<file path="src/rtl/seg_scan_decoder_pkg.sv">
// Shared constants for the 7-segment scan decoder: active-low glyphs and slot helpers.
package seg_scan_decoder_pkg;

    localparam int unsigned DIGITS = 4;

    localparam logic [6:0] SEG_0     = 7'h40;
    localparam logic [6:0] SEG_1     = 7'h79;
    localparam logic [6:0] SEG_2     = 7'h24;
    localparam logic [6:0] SEG_3     = 7'h30;
    localparam logic [6:0] SEG_4     = 7'h19;
    localparam logic [6:0] SEG_5     = 7'h12;
    localparam logic [6:0] SEG_6     = 7'h02;
    localparam logic [6:0] SEG_7     = 7'h78;
    localparam logic [6:0] SEG_8     = 7'h00;
    localparam logic [6:0] SEG_9     = 7'h10;
    localparam logic [6:0] SEG_A     = 7'h08;
    localparam logic [6:0] SEG_B     = 7'h03;
    localparam logic [6:0] SEG_C     = 7'h46;
    localparam logic [6:0] SEG_D     = 7'h21;
    localparam logic [6:0] SEG_E     = 7'h06;
    localparam logic [6:0] SEG_F     = 7'h0E;
    localparam logic [6:0] SEG_BLANK = 7'h7F;

    function automatic logic is_onehot_low(logic [3:0] an_n);
        return $countones(~an_n) == 1;
    endfunction

    function automatic logic [1:0] slot_idx(logic [3:0] an_n);
        logic [1:0] idx;
        case (an_n)
            4'b1101: idx = 2'd1;
            4'b1011: idx = 2'd2;
            4'b0111: idx = 2'd3;
            default: idx = 2'd0;
        endcase
        return idx;
    endfunction

endpackage

</file>
<file path="src/rtl/seg_scan_decoder_if.sv">
// Display-side pins and reconstructed frame outputs of the scan decoder.
interface seg_scan_decoder_if;
    logic [6:0]  seg;
    logic [3:0]  an;
    logic        dp;
    logic [15:0] value_out;
    logic [3:0]  dp_out;
    logic [3:0]  err_out;
    logic        frame_done;
    logic        stale;

    modport master (
        output seg, an, dp,
        input  value_out, dp_out, err_out, frame_done, stale
    );

    modport slave (
        input  seg, an, dp,
        output value_out, dp_out, err_out, frame_done, stale
    );
endinterface

</file>
<file path="src/rtl/seg7_to_hex.sv">
// Active-low 7-segment glyph to hex nibble; unknown patterns (incl. blank) flag err and read 0.
module seg7_to_hex
    import seg_scan_decoder_pkg::*;
(
    input  logic [6:0] seg_i,
    output logic [3:0] nibble_o,
    output logic       err_o
);

    always_comb begin
        nibble_o = 4'h0;
        err_o    = 1'b0;
        case (seg_i)
            SEG_0:   nibble_o = 4'h0;
            SEG_1:   nibble_o = 4'h1;
            SEG_2:   nibble_o = 4'h2;
            SEG_3:   nibble_o = 4'h3;
            SEG_4:   nibble_o = 4'h4;
            SEG_5:   nibble_o = 4'h5;
            SEG_6:   nibble_o = 4'h6;
            SEG_7:   nibble_o = 4'h7;
            SEG_8:   nibble_o = 4'h8;
            SEG_9:   nibble_o = 4'h9;
            SEG_A:   nibble_o = 4'hA;
            SEG_B:   nibble_o = 4'hB;
            SEG_C:   nibble_o = 4'hC;
            SEG_D:   nibble_o = 4'hD;
            SEG_E:   nibble_o = 4'hE;
            SEG_F:   nibble_o = 4'hF;
            default: err_o    = 1'b1;
        endcase
    end

endmodule

</file>
<file path="src/rtl/seg_scan_decoder.sv">
// Samples a scanned 4-digit 7-segment display, qualifies each digit for stability and
// publishes a coherent 16-bit frame once every slot has been captured.
module seg_scan_decoder
    import seg_scan_decoder_pkg::*;
#(
    parameter int unsigned STABLE_CYCLES = 4,
    parameter int unsigned TIMEOUT       = 1 << 20
) (
    input  logic         mclk,
    input  logic         reset_n,
    seg_scan_decoder_if.slave bus
);

    localparam int unsigned CntW   = $clog2(STABLE_CYCLES);
    localparam int unsigned StaleW = $clog2(TIMEOUT + 1);
    localparam logic [CntW-1:0]   CntCap   = CntW'(STABLE_CYCLES - 1);
    localparam logic [CntW-1:0]   CntPre   = CntW'(STABLE_CYCLES - 2);
    localparam logic [StaleW-1:0] StaleMax = StaleW'(TIMEOUT);

    logic [3:0]          an_q, an_prev_q;
    logic [6:0]          seg_q, seg_prev_q;
    logic                dp_q, dp_prev_q;
    logic [CntW-1:0]     cnt_q, cnt_d;
    logic [DIGITS-1:0]   mask_q, mask_d;
    logic [4*DIGITS-1:0] hold_val_q, hold_val_d;
    logic [DIGITS-1:0]   hold_dp_q, hold_dp_d;
    logic [DIGITS-1:0]   hold_err_q, hold_err_d;
    logic [4*DIGITS-1:0] value_q;
    logic [DIGITS-1:0]   dp_out_q, err_q;
    logic                frame_done_q;
    logic [StaleW-1:0]   stale_cnt_q, stale_cnt_d;

    logic       hit, cap, frame;
    logic [1:0] idx;
    logic [3:0] nib;
    logic       seg_err;

    seg7_to_hex u_dec (
        .seg_i    (seg_q),
        .nibble_o (nib),
        .err_o    (seg_err)
    );

    always_comb begin
        hit   = is_onehot_low(an_q) && ({an_q, seg_q, dp_q} == {an_prev_q, seg_prev_q, dp_prev_q});
        // Capture only on the transition into CntCap; saturation blocks recapture.
        cap   = hit && (cnt_q == CntPre);
        frame = &mask_q;
        idx   = slot_idx(an_q);

        cnt_d = '0;
        if (hit) begin
            cnt_d = (cnt_q == CntCap) ? cnt_q : cnt_q + 1'b1;
        end

        mask_d     = frame ? '0 : mask_q;
        hold_val_d = hold_val_q;
        hold_dp_d  = hold_dp_q;
        hold_err_d = hold_err_q;
        if (cap) begin
            mask_d[idx]            = 1'b1;
            hold_val_d[4*idx +: 4] = nib;
            hold_dp_d[idx]         = ~dp_q;
            hold_err_d[idx]        = seg_err;
        end

        stale_cnt_d = stale_cnt_q;
        if (cap) begin
            stale_cnt_d = '0;
        end else if (stale_cnt_q != StaleMax) begin
            stale_cnt_d = stale_cnt_q + 1'b1;
        end
    end

    always_ff @(posedge mclk or negedge reset_n) begin
        if (!reset_n) begin
            an_q         <= 4'hF;
            seg_q        <= SEG_BLANK;
            dp_q         <= 1'b1;
            an_prev_q    <= 4'hF;
            seg_prev_q   <= SEG_BLANK;
            dp_prev_q    <= 1'b1;
            cnt_q        <= '0;
            mask_q       <= '0;
            hold_val_q   <= '0;
            hold_dp_q    <= '0;
            hold_err_q   <= '0;
            value_q      <= '0;
            dp_out_q     <= '0;
            err_q        <= '0;
            frame_done_q <= 1'b0;
            stale_cnt_q  <= '0;
        end else begin
            an_q         <= bus.an;
            seg_q        <= bus.seg;
            dp_q         <= bus.dp;
            an_prev_q    <= an_q;
            seg_prev_q   <= seg_q;
            dp_prev_q    <= dp_q;
            cnt_q        <= cnt_d;
            mask_q       <= mask_d;
            hold_val_q   <= hold_val_d;
            hold_dp_q    <= hold_dp_d;
            hold_err_q   <= hold_err_d;
            frame_done_q <= frame;
            stale_cnt_q  <= stale_cnt_d;
            if (frame) begin
                value_q  <= hold_val_q;
                dp_out_q <= hold_dp_q;
                err_q    <= hold_err_q;
            end
        end
    end

    assign bus.value_out  = value_q;
    assign bus.dp_out     = dp_out_q;
    assign bus.err_out    = err_q;
    assign bus.frame_done = frame_done_q;
    assign bus.stale      = (stale_cnt_q == StaleMax);

endmodule

</file>
<file path="src/flat_wrapper.sv">
// flat-port wrapper written by rule: the top's interface ports become plain ports
module seg_scan_decoder_flat import seg_scan_decoder_pkg::*;
#(
    parameter int unsigned STABLE_CYCLES = 4,
    parameter int unsigned TIMEOUT       = 1 << 20
)
  (mclk, reset_n, bus_seg, bus_an, bus_dp, bus_value_out, bus_dp_out, bus_err_out, bus_frame_done, bus_stale);
  seg_scan_decoder_if bus_i ();
  input  logic mclk;
  input  logic reset_n;
  input wire logic [$bits(bus_i.seg)-1:0] bus_seg;
  input wire logic [$bits(bus_i.an)-1:0] bus_an;
  input wire logic [$bits(bus_i.dp)-1:0] bus_dp;
  output wire logic [$bits(bus_i.value_out)-1:0] bus_value_out;
  output wire logic [$bits(bus_i.dp_out)-1:0] bus_dp_out;
  output wire logic [$bits(bus_i.err_out)-1:0] bus_err_out;
  output wire logic [$bits(bus_i.frame_done)-1:0] bus_frame_done;
  output wire logic [$bits(bus_i.stale)-1:0] bus_stale;
  assign bus_i.seg = bus_seg;
  assign bus_i.an = bus_an;
  assign bus_i.dp = bus_dp;
  assign bus_value_out = bus_i.value_out;
  assign bus_dp_out = bus_i.dp_out;
  assign bus_err_out = bus_i.err_out;
  assign bus_frame_done = bus_i.frame_done;
  assign bus_stale = bus_i.stale;
  seg_scan_decoder #(.STABLE_CYCLES(STABLE_CYCLES), .TIMEOUT(TIMEOUT)) u_core (.mclk(mclk), .reset_n(reset_n), .bus(bus_i));
endmodule
</file>
<file path="config.mk">
export PLATFORM = sky130hd
export DESIGN_NAME = seg_scan_decoder_flat
export DESIGN_NICKNAME = d
export VERILOG_FILES = /design/src/rtl/seg_scan_decoder_pkg.sv /design/src/rtl/seg_scan_decoder_if.sv /design/src/rtl/seg7_to_hex.sv /design/src/rtl/seg_scan_decoder.sv /design/src/flat_wrapper.sv
export SDC_FILE = /design/constraint.sdc
export NUM_CORES = 1
export LEC_CHECK = 0
export CAP_MARGIN = 20
export CORE_MARGIN = 2
export CORE_UTILIZATION = 53
export DETAILED_ROUTE_END_ITERATION = 7
export PLACE_DENSITY = 0.83
export RECOVER_POWER = 100
export SYNTH_ARGS = -nofsm -noshare
export SYNTH_HDL_FRONTEND = slang
export SYNTH_SLANG_ARGS = --single-unit
export TNS_END_PERCENT = 30
</file>
<file path="constraint.sdc">
create_clock -name mclk -period 3.94 [get_ports mclk]
set_input_delay 0.591 -clock mclk [delete_from_list [all_inputs] [get_ports mclk]]
set_output_delay 0.591 -clock mclk [all_outputs]
set_load 0.02 [all_outputs]
</file>
* Word-level counts from Yosys, hierarchy flattened *
Cells that the tools add are included.

word-level totals
  register bits after elaboration = 100
  latch bits = 0
  memory bits (writable) = 0
  output and inout port bits = 26
  ROM bits = 0
  word-level logic and storage cells = 75
  memories kept = 0
  input port bits = 14

operators by class
  div/mod/pow operators = 0
  muxes and demuxes = 14
  reductions and logical operators = 7
  eq/ne operators = 25
  multiply operators = 0
  order comparisons = 2
  bitwise logic cells = 3
  shift-type cells = 2
  $add $sub $neg = 6

operator list
  operator                 count
  $pmux 4 s15              1
  $mux 21                  2
  $neg 4->34               1
  $shift 4x34->16 const A  1
  $shiftx 4x34->16         1
  $add 32x32->32           1
  $eq 32x2->1 const B      1
  $eq 7x7->1 const B       4
  $add 21x1->21 const B    1
  $eq 21x21->1 const B     1
  $eq 7x5->1 const B       3
  $eq 7x6->1 const B       3
  $ne 21x21->1 const B     1
  $bwmux 16                1
  $reduce_or 16->1         1
  $eq 7x2->1 const B       2
  $eq 7x4->1 const B       2
  $eq 12x12->1             1
  $bwmux 4                 2
  $eq 4x4->1 const B       2
  $mux 4                   2
  $eq 7x3->1 const B       1
  $logic_not 7->1          1
  $pmux 2 s3               1
  16 further kinds         22

* Logic depth before layout (Yosys ltp) *
  word-level depth = 8
  mapped depth = 12
  depth with buffers taken out = 10

* Cells and area by module *
From an unflattened synthesis, not the netlist that was laid out.

second synthesis, totals
  cells, all modules = 465
  area, all modules = 4973.5 sq um

by module, submodules not included
  module            cells an instance  sequential area each (sq um)  instances  area each (sq um)
  seg_scan_decoder  402                2532.4                        1          4591.9
  seg7_to_hex       63                 0.0                           1          381.6

* Worst setup path after synthesis *
No wires, ideal clock.

  path type = register -> register
  from = reg u_core.an_q[2]
  to = reg u_core.hold_err_q[1]
  buffers on the path = 1
  setup slack = 0.919 ns
  stages on the path, launching flop included = 12
  arrival = 2.894 ns
  required time = 3.812 ns
  cells stage by stage = dfstp_2 > inv_1 > ha_1 > ha_1 > inv_1 > fa_1 > and3_1 > nand2_1 > or4_1 > buf_2 > nor3_4 > mux2_1

on the way
  cells in the longest elaborated chain, start to end = 7
  elaborated cells on any way between the ends = 17
  those cells by class = add/sub (2); order compare (2); eq/ne (5); mux (4); bitwise (1); reduce/logical (3)

RTL lines
  item                                                                    RTL line                 source
  start: declaration                                                      seg_scan_decoder.sv:20   logic [3:0] an_q, an_prev_q;
  start signal: assignment                                                seg_scan_decoder.sv:94   an_q <= bus.an;
  parallel branches: the longest is 7 deep, another holds $add 32x32->32  n/a
  end signal: assignment                                                  seg_scan_decoder.sv:104  hold_err_q <= hold_err_d;
  end: declaration                                                        seg_scan_decoder.sv:27   logic [DIGITS-1:0] hold_err_q, hold_err_d;

Parallel ways; which one is timed is not known.
A chain may end at the register's enable or synchronous reset.

* Worst setup path after layout *
  from = reg u_core.an_q[2]
  to = reg u_core.hold_err_q[3]

The elaborated chain is that of the path after synthesis.

==> run_results.csv <==
group,metric,value,unit
worst_hold_path,hold_depth,0,
pwr,power_frac_comb,0.052,
yosys,synthFlopType,"dfrtp_1",
floorplanning,core-area,8593,um2
detailed_routing,ant_nets,0,
clocking,clock-sinks,100,
yosys,avgSynthCellArea,10.45,um2
status,status,"finished with violations",
setup_path,r2r_setup_slack,530,ps
detailed_routing,dr.pass1.iters,4,
setup_path,crit_end,"u_core.hold_err_q[3]",
placed_design,detailed_place_hpwl,6370,um
floorplanning,die_w,97.66,um
sta,skew,13.54,ps
clocking,cts.clk_slew.worst_paths,100,ps
sta,relSlewSlack,-0.1334,
final_layout,diodes,0,
clocking,htreeDepth,3,
setup_path,ff2ff_path_depth,10,
final_layout,layout_commonest_cell,"nand2_1",
final_layout,utilization,0.6181,
pwr,ir_worst_vdd,0.2203,mV
setup_path,timing.rr.end,"u_core.hold_err_q[3]",
grt,overflow,0,
sta,final-setup-viol-count,0,
detailed_routing,drt_first_iter_violations,139,
yosys,ys_seq_area_frac,0.5447,
clocking,cts_buffers,9,
detailed_routing,wire_per_inst,15.09,um
final_layout,fill_cells,692,
yosys,ys_ff_latch,100,
yosys,yosysUniqueCellTypes,52,
detailed_routing,vias,3278,
clocking,clockBufferDepth,2,
flow_run,drv_cap,2,
clocking,cts_tree,"yes",
grt,antenna_found_initial,0,
placed_design,numPortBuffers,39,
worst_hold_path,min_path_type,"flip-flop to flip-flop",
sta,fmax,293.4,MHz
pwr,switchingPower,0.0004428,W
sta,setup_tns,0,ps
setup_path,cp-startpoint,"u_core.an_q[2]",
yosys,syn_inst,445,
yosys,synthesis.nets,478,
sta,finalCritPeriodShare,0.8650,
pwr,p_seq_frac,0.595,
floorplanning,io-pin-count,40,
yosys,async_flop_share,1.000,
pwr,p_int,0.001355,W
final_layout,syn_to_final_growth,14.24,%
final_layout,most-common-layout-cells,"nand2_1, dfrtp_1, dlygate4sd3_1, nor2_1, xnor2_1",
floorplanning,dieArea,9537,um2
grt,grt_util_all_layers,0.2014,
sta,rsz0062_at_grt,"no",
yosys,syn_area,4649,um2
pwr,clkPwrFrac,0.353,
detailed_routing,drc,0,
clocking,hold_buffers,0,
clocking,clock-root-buffer,"clkbuf_8",
detailed_routing,vias_per_cell,5.500,
sta,tightest_slew,1700,ps
setup_path,crit_fanout,5,
setup_path,cp-start-kind,"flip-flop",
detailed_routing,postRouteWirelength,8996,um
setup_path,crit_type,"flip-flop to flip-flop",
grt,first_global_vias,3273,
yosys,synth_edf_count,0,
clocking,postCtsSetupBuffers,0,
pwr,power-per-cell-area,338.4,nW/um2
status,violations,"capacitance limit, slew limit",
placed_design,place.gp.congestion,0.8497,
grt,grt_pass1_wl,15470,um
setup_path,cp.required,4190,ps
final_layout,drive_above_1_share,0.08197,
floorplanning,die_h,97.66,um
sta,slew_viol_final,103,
setup_path,crit_arrival,3660,ps
grt,grt_max_degree,71,
final_layout,nets,516,
setup_path,r2r_start,"u_core.an_q[2]",
pwr,finalPower,0.001797,W
sta,fin_crit,3408,ps
sta,hold_violations,0,
clocking,ctsResizeCount,0,
pwr,netSwitchingFraction,0.2464,
floorplanning,initial_core_util,0.5411,
setup_path,cp-end-kind,"flip-flop",
yosys,yosys_warnings,0,
clocking,insertion_delay,370,ps
pwr,p_leak,2.563,nW
floorplanning,rows,34,
sta,hold-worst-slack,428.0,ps
worst_hold_path,hp-start,"u_core.an_q[1]",
flip-flops by register name, summed over array words and instances (netlist names):
name / flops
u_core.hold_dp_q: 4
u_core.cnt_q: 2
u_core.stale_cnt_q: 21
u_core.hold_val_q: 16
u_core.mask_q: 4
u_core.seg_prev_q: 7
u_core.dp_q: 1
u_core.bus.dp_out: 4
u_core.hold_err_q: 4
u_core.dp_prev_q: 1
u_core.bus.err_out: 4
u_core.an_prev_q: 4
u_core.bus.value_out: 16
u_core.an_q: 4
u_core.bus.frame_done: 1
u_core.seg_q: 7
critical path, cell delays in order (launching register included):
cell and delay, ps:
dfstp_1 620, inv_1 90, ha_1 280, ha_1 140
inv_1 50, fa_1 470, and3_1 170, nand4_1 130
nor4_1 680, nand2_1 270, mux2_1 380
power by group through the flow:
| stage | sequential [W] | clock [W] | combinational (W) |
|---|---|---|---|
| final | 0.00107 | 0.000635 | 0.0000930 |
| after global routing | 0.00107 | 0.000691 | 0.000106 |
| after CTS | 0.00107 | 0.000650 | 0.0000983 |
| after detailed placement | 0.00109 | 0 | 0.0000981 |
| after global placement | 0.00109 | 0 | 0.0000941 |
| after floorplan | 0.00108 | 0 | 0.0000590 |
cells by family after synthesis:
kind of cell | after synthesis | share of synthesized area
simple gates | 203 | 0.2164
flops | 100 | 0.5447
compound gates | 41 | 0.06593
buf+inv | 39 | 0.03229
xor+xnor | 33 | 0.06539
fa+ha+maj | 19 | 0.05275
mux | 10 | 0.02260
synth_stat cells (7+ instances only):
cell	n	area (um2)
dfstp_2	24	630.6
o21ai_1	7	35.03
nand4_1	9	56.30
dfrtp_1	76	1902
nand2_1	95	356.6
nand3_1	13	65.06
clkbuf_1	12	45.04
nor3_1	7	35.03
inv_1	20	75.07
xnor2_1	25	219.0
nor4_1	8	50.05
nor2_1	34	127.6
ha_1	18	225.2
cell type report:
type                       instances  area, um2  area share
timing repair buffer              42      400.4     0.07538
sequential                       100       2532      0.4768
tap                              108      135.1     0.02544
clock inverter                     5      41.29    0.007774
clock buffer                      11      151.4     0.02850
inverter                          24      90.09     0.01696
multi-input combinational        306       1961      0.3691
routing by layer:
layer | routed length, um | share of wire | global-route usage
met1 | 4188 | 0.47 | 0.2792
met4 | 130 | 0.014 | 0.07692
met3 | 386 | 0.043 | 0.03453
met2 | 4291 | 0.48 | 0.3199
met5 | 0 | 0 | 0
metrics by stage:
step | cells | area, um2 | setup slack (ps)
finish | 596 | 5311 | 532.0
global route | 596 | 5311 | 289.7
CTS | 596 | 5328 | 661.2
detailed placement | 580 | 5135 | 675.1
global placement | 580 | 5135 | 748.8
floorplan | 445 | 4649 | 918.5
worst min path at each step:
stage	to	slack, ps
global placement	u_core.an_prev_q[1]	380
CTS	u_core.bus.value_out[5]	350
floorplan	u_core.bus.dp_out[0]	300
finish	u_core.an_prev_q[1]	430
global route	u_core.an_prev_q[1]	430
detailed placement	u_core.an_prev_q[1]	390
Power figures use the tool's default switching activity.
